File: config.mk
export PLATFORM = sky130hd
export DESIGN_NAME = pc_fetch_ctrl
export DESIGN_NICKNAME = d
export VERILOG_FILES = /design/src/rtl/pc_fetch_ctrl_pkg.sv /design/src/rtl/fetch_timeout_counter.sv /design/src/rtl/pc_fetch_ctrl.sv
export SDC_FILE = /design/constraint.sdc
export NUM_CORES = 1
export LEC_CHECK = 0
export BUFFER_PORTS_ARGS = -buffer_cell sky130_fd_sc_hd__buf_2
export CORE_MARGIN = 3
export CORE_UTILIZATION = 40
export DETAILED_ROUTE_END_ITERATION = 10
export PLACE_DENSITY = 0.72
export SLEW_MARGIN = 20
export SYNTH_ARGS = -nofsm -noshare
export SYNTH_HDL_FRONTEND = slang
export SYNTH_SLANG_ARGS = --single-unit
File: constraint.sdc
create_clock -name clk -period 3.85 [get_ports clk]
set_clock_uncertainty 0.05 [all_clocks]
set_input_delay 0.385 -clock clk [delete_from_list [all_inputs] [get_ports clk]]
set_output_delay 0.385 -clock clk [all_outputs]
set_load 0.02 [all_outputs]
File: src/rtl/pc_fetch_ctrl_pkg.sv
// rtl/pc_fetch_ctrl_pkg.sv - shared constants, state codes and helpers for the PC fetch controller
package pc_fetch_ctrl_pkg;

  localparam logic [31:0] WORD_ZERO   = 32'h0000_0000;
  localparam logic [31:0] INSTR_BYTES = 32'd4;

  typedef enum logic [1:0] {
    PFC_IDLE  = 2'd0,
    PFC_FETCH = 2'd1,
    PFC_DRAIN = 2'd2,
    PFC_HALT  = 2'd3
  } pfc_state_t;

  function automatic logic word_aligned(input logic [31:0] addr);
    return addr[1:0] == 2'b00;
  endfunction

endpackage

File: src/rtl/fetch_timeout_counter.sv
// rtl/fetch_timeout_counter.sv - counts consecutive unanswered fetch cycles, flags a hung imem
module fetch_timeout_counter #(
  parameter int TIMEOUT = 16
) (
  input  logic clk,
  input  logic rst,
  input  logic inc,
  input  logic clr,
  output logic expired
);

  localparam int             W    = $clog2(TIMEOUT);
  localparam logic [W-1:0]   LAST = W'(TIMEOUT - 1);

  logic [W-1:0] wait_cnt;

  // Expiry always halts the controller, so the count never needs to wrap past LAST.
  always_ff @(posedge clk or negedge rst) begin
    if (!rst) begin
      wait_cnt <= '0;
    end else if (clr) begin
      wait_cnt <= '0;
    end else if (inc && (wait_cnt != LAST)) begin
      wait_cnt <= wait_cnt + W'(1);
    end
  end

  assign expired = inc && (wait_cnt == LAST);

endmodule

File: src/rtl/pc_fetch_ctrl.sv
// rtl/pc_fetch_ctrl.sv - PC write / imem request sequencer with stall, redirect, drain and halt
module pc_fetch_ctrl
  import pc_fetch_ctrl_pkg::*;
#(
  parameter logic [31:0] RESET_VECTOR = 32'h0000_0000,
  parameter int          TIMEOUT      = 16
) (
  input  logic        clk,
  input  logic        rst,
  input  logic [31:0] pc_cur,
  output logic [31:0] pc_next,
  output logic        pc_write,
  input  logic        stall,
  input  logic        redirect_valid,
  input  logic [31:0] redirect_target,
  output logic        imem_req,
  output logic [31:0] imem_addr,
  input  logic        imem_ready,
  output logic        ifid_write,
  output logic        ifid_flush,
  output logic        fetch_err
);

  pfc_state_t  state, state_nxt;
  logic [31:0] pend_target, pend_nxt;
  logic        err_nxt;
  logic        active, expired, bad_target;

  assign active     = (state == PFC_FETCH) || (state == PFC_DRAIN);
  assign bad_target = redirect_valid && !word_aligned(redirect_target);

  fetch_timeout_counter #(.TIMEOUT(TIMEOUT)) u_timeout (
    .clk     (clk),
    .rst     (rst),
    .inc     (active && !imem_ready),
    .clr     (active && imem_ready),
    .expired (expired)
  );

  always_comb begin
    state_nxt  = state;
    pend_nxt   = pend_target;
    err_nxt    = fetch_err;
    pc_next    = pc_cur + INSTR_BYTES;
    pc_write   = 1'b0;
    imem_req   = 1'b0;
    imem_addr  = pc_cur;
    ifid_write = 1'b0;
    ifid_flush = 1'b0;
    if (!rst) begin
      // Outputs stay quiet while reset is held, even though the state already reads IDLE.
      pc_next = RESET_VECTOR;
    end else begin
      case (state)
        PFC_IDLE: begin
          pc_write  = 1'b1;
          pc_next   = RESET_VECTOR;
          state_nxt = PFC_FETCH;
        end
        PFC_FETCH, PFC_DRAIN: begin
          imem_req   = 1'b1;
          ifid_flush = redirect_valid;
          if (expired || bad_target) begin
            state_nxt = PFC_HALT;
            err_nxt   = 1'b1;
          end else if (redirect_valid) begin
            pend_nxt = redirect_target;
            if (imem_ready) begin
              pc_write  = 1'b1;
              pc_next   = redirect_target;
              state_nxt = PFC_FETCH;
            end else begin
              state_nxt = PFC_DRAIN;
            end
          end else if (imem_ready) begin
            if (state == PFC_DRAIN) begin
              pc_write  = 1'b1;
              pc_next   = pend_target;
              state_nxt = PFC_FETCH;
            end else if (!stall) begin
              pc_write   = 1'b1;
              ifid_write = 1'b1;
            end
          end
        end
        default: ;
      endcase
    end
  end

  always_ff @(posedge clk or negedge rst) begin
    if (!rst) begin
      state       <= PFC_IDLE;
      pend_target <= WORD_ZERO;
      fetch_err   <= 1'b0;
    end else begin
      state       <= state_nxt;
      pend_target <= pend_nxt;
      fetch_err   <= err_nxt;
    end
  end

endmodule

==> results.py, run 1 <==
metrics = {
    "cts": {
        "clockRootBuffer": "clkbuf_8",
        "cts_buffer_depth": 2,
        "h-tree-depth": 2,
        "cts_resized": 0,
        "clock_latency_ns": 0.29,
        "cts_tree": "built",
        "clock-sinks": 39,
        "clkTransAtPathRegs_ns": 0.08,
        "numCtsBuffers": 5,
    },
    "timing": {
        "rsz0062_at_grt": "false",
        "fmax_mhz": 311,
        "period_share_pct": 83.5,
        "hold_violations": 0,
        "fin_setup_tns_ns": 0,
        "min_period_ns": 3.22,
        "holdWs_ns": 0.272,
        "slew_viol_final": 0,
        "fin_ws_ns": 0.635,
        "slew_headroom_pct": 35.0,
        "setup_viol": 0,
        "tightest_slew_ns": 0.974,
    },
    "synth": {
        "synth_seq_cells": 39,
        "synth_cell_types": 54,
        "seq_area_frac_synth_pct": 28.0,
        "netlist_area_mm2": 0.00349,
        "yosys_most_used_dff": "dfrtp_1",
        "yosysWarnings": 0,
        "synthCells": 415,
        "async_reset_ff_share_pct": 100,
        "avgSynthCellArea_um2": 8.41,
        "synth_edf_count": 0,
        "syn_nets": 490,
    },
    "placement": {
        "place_area_mm2": 0.00400,
        "dpl_worst_slack_ns": 0.941,
        "place_hpwl_um": 8250,
        "gp_congestion": 0.948,
        "io_buffers": 137,
    },
    "worst_setup_path": {
        "path_delay_family": "buffers and inverters",
        "reg2reg_depth": 7,
        "worst_r2r_endpoint": "pend_target[17]",
        "endpoint_kind": "output pin",
        "critPathMaxStageDelay_ns": 0.46,
        "regToRegSetupSlack_ns": 1.12,
        "path_class": "reg -> out",
        "path_buf_inv": 4,
        "cp.arrival_ns": 2.78,
        "cp_cell_sequence": "inv_1, ha_1, buf_4, nor2b_1, o21ai_1, buf_4, a221oi_1, buf_2",
        "critPathMaxFanout": 21,
        "startpoint_type": "flip-flop",
        "worst_path_max_delay_cell": "nor2b_1",
        "cp.required_ns": 3.41,
        "cpMostUsedCell": "buf_4",
        "worstReg2RegStart": "state[0]",
    },
    "layout": {
        "finalInstanceArea_mm2": 0.00409,
        "diodes": 0,
        "multi_input_area_mm2": 0.00211,
        "final_cell_mix": "buf_2 (137), dfrtp_1 (39), nor2_1 (25), nand2_1 (24), a21oi_1 (24)",
        "seq_area_um2": 976,
        "nets": 583,
        "drive_gt1_share_pct": 34.6,
        "n_fill_cell": 820,
        "layout.cells.most_common": "buf_2",
        "area.growth.synth_to_final_pct": 17.3,
    },
    "global_route": {
        "grt_max_degree": 39,
        "grt_overflow": 0,
        "grt_pass1_vias": 3523,
        "track_usage_pct": 21.8,
        "grt_pass1_wl_um": 17600,
        "antenna_found_initial": 0,
    },
    "floorplanning": {
        "die_height_um": 99.4,
        "num_io_pins": 138,
        "die-area_mm2": 0.00988,
        "die-width_um": 99.4,
        "core-area_mm2": 0.00834,
        "initial_core_util_pct": 41.8,
        "fp-row-count": 33,
    },
    "drt": {
        "dr.pass1.iters": 5,
        "wire_per_inst_um": 17.9,
        "via_per_inst": 6.01,
        "vias": 3693,
        "remaining_drc_errors": 0,
        "totalWireLength_um": 11000,
        "detail-route-antenna-nets": 0,
        "drt-initial-drc-count": 248,
    },
    "hold_path": {
        "worstHoldPathCells": 2,
        "hold_end": "pend_target[28]",
        "min_path_type": "in -> reg",
        "hold_start": "redirect_target[28]",
    },
    "outcome": {
        "status": "finished clean",
    },
    "power": {
        "powerDensity_mw_per_mm2": 498,
        "p_leak_nw": 1.85,
        "vdd_drop_max_v": 0.000294,
        "finalPower_mw": 2.04,
    },
    "run": {
        "maxCapViolCount": 0,
    },
}
logic make-up after synthesis:
logic type                 after synthesis  share of synthesized area, %
DFF                                     39                          28.0
and+or+nand+nor                        135                          20.6
muxes                                   32                          10.3
xor gates and xnor gates                12                          3.01
AOI/OAI and AO/OA                      122                          24.4
buffers and inverters                   69                          11.6
adders and majority gates                6                          2.15
through the flow:
| step | util, % | cells |
|---|---|---|
| floorplan | - | 415 |
| global placement | 47.9 | 605 |
| detailed placement | 47.9 | 605 |
| CTS | 49.1 | 614 |
| global route | 49.1 | 614 |
| finish | 49.1 | 614 |
repair_timing:
action                                  4_1_cts  5_1_grt
endpoints found under the setup margin        0        0
hold endpoints to repair                      2        0
buffers inserted                              0        0
hold buffers                                  1        0
area by class of cell:
type                            instances  area share [%]
Clock inverter                          2           0.306
Tap cell                              105            3.21
Inverter                               10           0.917
Sequential cell                        39            23.9
Multi-Input combinational cell        307            51.7
Clock buffer                            6            1.77
Timing Repair Buffer                  145            18.3
power by group:
part           switching (mW)  total, mW  leakage, nW  internal [mW]
registers               0.128      0.718        0.476          0.589
logic                   0.620       1.04         1.33          0.418
clock network           0.155      0.282       0.0412          0.127
total                   0.903       2.04         1.85           1.13
cell usage after synthesis, types with 2 or more instances:
cell	instances	area (µm²)
mux2_2	20	225
nor4_1	9	56.3
a22oi_1	5	37.5
buf_2	3	15.0
xnor2_1	11	96.3
or3_1	4	25.0
inv_1	10	37.5
and2_1	4	25.0
buf_4	32	240
a31oi_1	3	18.8
buf_6	3	33.8
a21oi_1	24	120
nor3b_1	5	37.5
nand2_1	24	90.1
nor3_1	11	55.1
nand4bb_1	2	22.5
o21ai_1	4	20.0
o22ai_1	21	131
nor2b_1	8	50.1
nand3_1	17	85.1
a32oi_1	2	17.5
nor2_1	26	97.6
mux2i_1	2	20.0
nand2b_1	3	18.8
mux2_1	10	113
o2111ai_1	4	35.0
o31a_1	13	114
and3_1	2	12.5
a22o_1	5	43.8
buf_1	3	11.3
o21ai_0	6	30.0
or4_1	3	22.5
ha_1	6	75.1
a221oi_1	9	78.8
clkbuf_1	18	67.6
o21a_1	5	37.5
a21o_1	3	22.5
dfrtp_1	39	976
nand4_1	12	75.1
o211ai_1	10	75.1
state kept, by name (all words and copies together), names as in the netlist:
signal,cells
pend_target,32
u_timeout.wait_cnt,4
state,2
fetch_err,1
layer usage:
metal	track usage, %	vias to the layer above	share of wire (%)
met1	28.6	1795	42
met4	6.93	0	2.0
met5	0	-	0
met3	3.58	17	7.7
li1	-	1722	-
met2	36.5	159	48
worst max path at each step:
stage	start	to	slack, ns	depth (start not counted)
3_5_place_dp	redirect_valid	pc_next[13]	0.94	6
3_3_place_gp	pc_cur[2]	pc_next[18]	0.97	7
2_1_floorplan	pc_cur[2]	pc_next[16]	1.16	7
6_report	state[0]	pc_next[15]	0.63	8
5_1_grt	state[0]	pc_next[14]	0.41	8
4_1_cts	state[0]	pc_next[15]	0.66	8
(Power assumes the default switching activity.)
==> inputs of run 2 (changes only) <==
- clock period: 3.85 -> 3 ns (I/O delays scaled with it)
==> results.py, run 2 (synthesized netlist as in run 1, its figures left out) <==
metrics = {
    "floorplanning": {
        "fp-row-count": 33,
        "die-width_um": 99.4,
        "core-area_mm2": 0.00834,
        "num_io_pins": 138,
        "die_height_um": 99.4,
        "initial_core_util_pct": 41.8,
        "die-area_mm2": 0.00988,
    },
    "cts": {
        "h-tree-depth": 2,
        "cts_tree": "built",
        "clock-sinks": 39,
        "clock_latency_ns": 0.29,
        "cts_buffer_depth": 2,
        "clkTransAtPathRegs_ns": 0.07,
        "numCtsBuffers": 5,
        "cts_setup_buffers": 0,
        "holdBufCountCts": 1,
        "clockRootBuffer": "clkbuf_8",
        "cts_resized": 0,
    },
    "worst_setup_path": {
        "reg2reg_depth": 7,
        "worst_path_max_delay_cell": "dfrtp_1",
        "worstReg2RegStart": "state[0]",
        "setup.worst_path.start": "state[0]",
        "cp.required_ns": 2.65,
        "critPathMaxStageDelay_ns": 0.43,
        "critPathMaxFanout": 17,
        "cp.arrival_ns": 2.42,
        "startpoint_type": "flip-flop",
        "cp_cell_sequence": "inv_1, ha_1, nor2b_1, buf_4, o21ai_1, buf_4, a221oi_1, buf_2",
        "path_class": "reg -> out",
        "endpoint_kind": "output pin",
        "cpMostUsedCell": "buf_4",
    },
    "drt": {
        "vias": 3769,
        "dr.pass1.iters": 6,
        "detail-route-antenna-nets": 0,
        "drt-initial-drc-count": 270,
        "totalWireLength_um": 11100,
        "via_per_inst": 6.03,
        "wire_per_inst_um": 17.7,
        "remaining_drc_errors": 0,
    },
    "layout": {
        "nets": 594,
        "area.growth.synth_to_final_pct": 20.9,
        "reg_top3": "pend_target (32), u_timeout.wait_cnt (4), state (2)",
        "drive_gt1_share_pct": 36.2,
        "finalInstanceArea_mm2": 0.00422,
        "diodes": 0,
        "final_cells": 625,
        "top_register": "pend_target",
        "layout.cells.most_common": "buf_2",
        "final_cell_mix": "buf_2 (137), dfrtp_1 (39), nor2_1 (25), nand2_1 (24), a21oi_1 (24)",
        "largest_reg_flops": 32,
        "post-route-util_pct": 50.6,
    },
    "outcome": {
        "status": "finished clean",
    },
    "timing": {
        "tightest_slew_ns": 0.604,
        "slew_viol_final": 0,
        "slew_headroom_pct": 59.4,
        "hold_violations": 0,
        "fin_ws_ns": 0.225,
        "setup_viol": 0,
        "fmax_mhz": 360,
        "period_share_pct": 92.5,
        "rsz0062_at_grt": "false",
        "holdWs_ns": 0.187,
        "min_period_ns": 2.77,
        "fin_setup_tns_ns": 0,
    },
    "placement": {
        "dpl_worst_slack_ns": 0.465,
        "io_buffers": 137,
        "gp_congestion": 0.919,
        "dp_cells": 616,
        "place_area_mm2": 0.00409,
        "place_hpwl_um": 8350,
    },
    "global_route": {
        "antenna_found_initial": 1,
        "track_usage_pct": 21.8,
        "grt_pass1_vias": 3650,
        "grt_pass1_wl_um": 17600,
        "grt_max_degree": 33,
        "grt_overflow": 0,
    },
    "hold_path": {
        "hold_start": "redirect_target[2]",
        "min_path_type": "in -> reg",
        "worstHoldPathCells": 2,
    },
    "power": {
        "finalPower_mw": 2.75,
        "p_leak_nw": 1.93,
        "vdd_drop_max_v": 0.000332,
        "powerDensity_mw_per_mm2": 651,
    },
    "run": {
        "maxCapViolCount": 0,
    },
}
run 2: changes by cell type in the layout (fill, tap and decap cells not counted), sizes merged:
cell      previous run  this run
buf                144       155
bufinv               0         1
clkinvlp             1         0
run 2: layout make-up:
cell class	count	area, µm²
fillers	831	4120
multi-input cells	307	2110
flip-flops and latches	39	976
repair buffers	156	843
well taps	105	131
clock buffers	6	82.6
inverters	10	37.5
clock inverters	2	35.0
run 2: where the power goes:
| group | leakage (nW) | total [mW] | internal, mW | switching, mW |
|---|---|---|---|---|
| Clock | 0.0612 | 0.464 | 0.269 | 0.194 |
| Combinational | 1.39 | 1.36 | 0.562 | 0.802 |
| Sequential | 0.476 | 0.919 | 0.756 | 0.163 |
| Total | 1.93 | 2.75 | 1.59 | 1.16 |
run 2: worst paths after layout:
kind	to	slack, ns
setup / recovery	pc_next[15]	0.23
setup reg to reg	pend_target[7]	0.53
hold reg to reg	fetch_err	0.41
hold / removal	pend_target[2]	0.19
min in group asynchronous	pend_target[31]	0.41
max in group asynchronous	pend_target[19]	1.86
run 2: layer usage:
metal / vias up / GRT usage, % / part of all wire (%)
met5: - / 0 / 0.090
met4: 2 / 8.51 / 2.9
met3: 29 / 4.91 / 9.2
met1: 1800 / 27.2 / 41
li1: 1745 / - / -
met2: 193 / 36.4 / 47
run 2: worst max-delay path: cells and delay by family (launching register included):
kind / cells / cell delay, ns
flops: 1 / 0.43
simple gates: 1 / 0.18
fa+ha+maj: 1 / 0.39
buf+inv: 4 / 0.73
compound gates: 2 / 0.39
==> inputs of run 3 (changes only) <==
- HOLD_SLACK_MARGIN: not set -> 0.02
- PLACE_DENSITY: 0.72 -> 0.71
==> results.py, run 3 (synthesized netlist as in run 1, its figures left out) <==
metrics = {
    "placement": {
        "io_buffers": 137,
        "dpl_worst_slack_ns": 0.449,
        "place_hpwl_um": 8280,
        "dp_cells": 615,
        "gp_congestion": 0.967,
    },
    "timing": {
        "period_share_pct": 93.2,
        "slew_headroom_pct": 71.4,
        "setup_viol": 0,
        "tightest_slew_ns": 0.427,
        "min_period_ns": 2.80,
        "fmax_mhz": 358,
        "fin_ws_ns": 0.203,
        "slew_viol_final": 0,
        "hold_violations": 0,
        "rsz0062_at_grt": "false",
        "fin_setup_tns_ns": 0,
    },
    "cts": {
        "clock-sinks": 39,
        "h-tree-depth": 2,
        "cts_buffer_depth": 2,
        "clock_latency_ns": 0.29,
        "clockRootBuffer": "clkbuf_8",
        "clkTransAtPathRegs_ns": 0.08,
        "cts_tree": "built",
        "cts_setup_buffers": 0,
        "numCtsBuffers": 5,
    },
    "global_route": {
        "grt_overflow": 0,
        "track_usage_pct": 21.4,
        "antenna_found_initial": 0,
        "grt_pass1_vias": 3330,
        "grt_max_degree": 33,
        "grt_pass1_wl_um": 17100,
    },
    "layout": {
        "drive_gt1_share_pct": 36.0,
        "top_register": "pend_target",
        "seq_area_um2": 976,
        "final_cells": 624,
        "largest_reg_flops": 32,
        "diodes": 0,
        "reg_top3": "pend_target (32), u_timeout.wait_cnt (4), state (2)",
        "post-route-util_pct": 50.6,
        "n_fill_cell": 805,
        "final_cell_mix": "buf_2 (137), dfrtp_1 (39), nor2_1 (26), nand2_1 (24), a21oi_1 (24)",
        "multi_input_area_mm2": 0.00212,
        "area.growth.synth_to_final_pct": 21.0,
        "layout.cells.most_common": "buf_2",
        "nets": 593,
    },
    "power": {
        "p_leak_nw": 1.93,
        "powerDensity_mw_per_mm2": 650,
        "finalPower_mw": 2.75,
        "vdd_drop_max_v": 0.000337,
    },
    "drt": {
        "via_per_inst": 5.95,
        "wire_per_inst_um": 17.6,
        "dr.pass1.iters": 5,
        "detail-route-antenna-nets": 0,
        "totalWireLength_um": 11000,
        "vias": 3710,
        "drt-initial-drc-count": 339,
        "remaining_drc_errors": 0,
    },
    "worst_setup_path": {
        "critPathMaxFanout": 15,
        "endpoint_kind": "output pin",
        "cp.required_ns": 2.65,
        "cp.arrival_ns": 2.45,
        "reg2reg_depth": 7,
        "path_class": "reg -> out",
        "startpoint_type": "flip-flop",
    },
    "floorplanning": {
        "die_height_um": 99.4,
        "initial_core_util_pct": 41.8,
        "core-area_mm2": 0.00834,
        "die-width_um": 99.4,
        "num_io_pins": 138,
        "die-area_mm2": 0.00988,
        "fp-row-count": 33,
    },
    "hold_path": {
        "min_path_type": "in -> reg",
        "worstHoldPathCells": 2,
    },
    "outcome": {
        "status": "finished clean",
    },
    "run": {
        "maxCapViolCount": 0,
    },
}
[run 3: power by group]
group          leakage, nW  internal, mW  switching (mW)
combinational         1.39         0.555           0.802
clock               0.0612         0.269           0.200
sequential           0.476         0.756           0.162
total                 1.93          1.58            1.16
[run 3: routing by layer]
| metal | track usage (%) | routed length, µm |
|---|---|---|
| met1 | 29.3 | 4710 |
| met2 | 34.6 | 5230 |
| met3 | 4.00 | 842 |
| met4 | 5.67 | 177 |
| met5 | 0 | 0 |
[run 3: layout make-up]
| type | count | share of cell area (%) |
|---|---|---|
| Tap cell | 105 | 3.11 |
| Clock buffer | 6 | 1.96 |
| Multi-Input combinational cell | 307 | 50.3 |
| Inverter | 10 | 0.889 |
| Timing Repair Buffer | 155 | 19.8 |
| Clock inverter | 2 | 0.830 |
| Sequential cell | 39 | 23.1 |
[run 3: worst max-delay path, stage by stage, from the launching register on]
cell,delay [ns]
dfrtp_1,0.42
inv_1,0.12
ha_1,0.38
nor2b_1,0.22
o21ai_1,0.19
buf_4,0.25
a221oi_1,0.33
buf_2,0.23
[run 3: path summary, 6_finish.rpt]
path                                     start         endpoint  slack (ns)
max                                   state[0]      pc_next[16]        0.20
min                        redirect_target[18]  pend_target[18]        0.18
max reg2reg                           state[0]  pend_target[23]        0.55
min reg2reg                          fetch_err        fetch_err        0.41
max in group asynchronous                  rst  pend_target[26]        1.89
min in group asynchronous                  rst  pend_target[27]        0.45
[run 3: per-stage QoR]
| step | instance area [µm²] | hold WS (ns) |
|---|---|---|
| after floorplan | 3490 | -0.0456 |
| after global placement | 4080 | 0.153 |
| after detailed placement | 4080 | 0.158 |
| after CTS | 4210 | 0.178 |
| after global routing | 4220 | 0.177 |
| final | 4220 | 0.184 |
[run 3: timing repair]
action	in CTS	in global routing
setup endpoints to repair	0	5
gates resized for setup	0	2
hold endpoints to repair	8	0
hold buffers	1	0
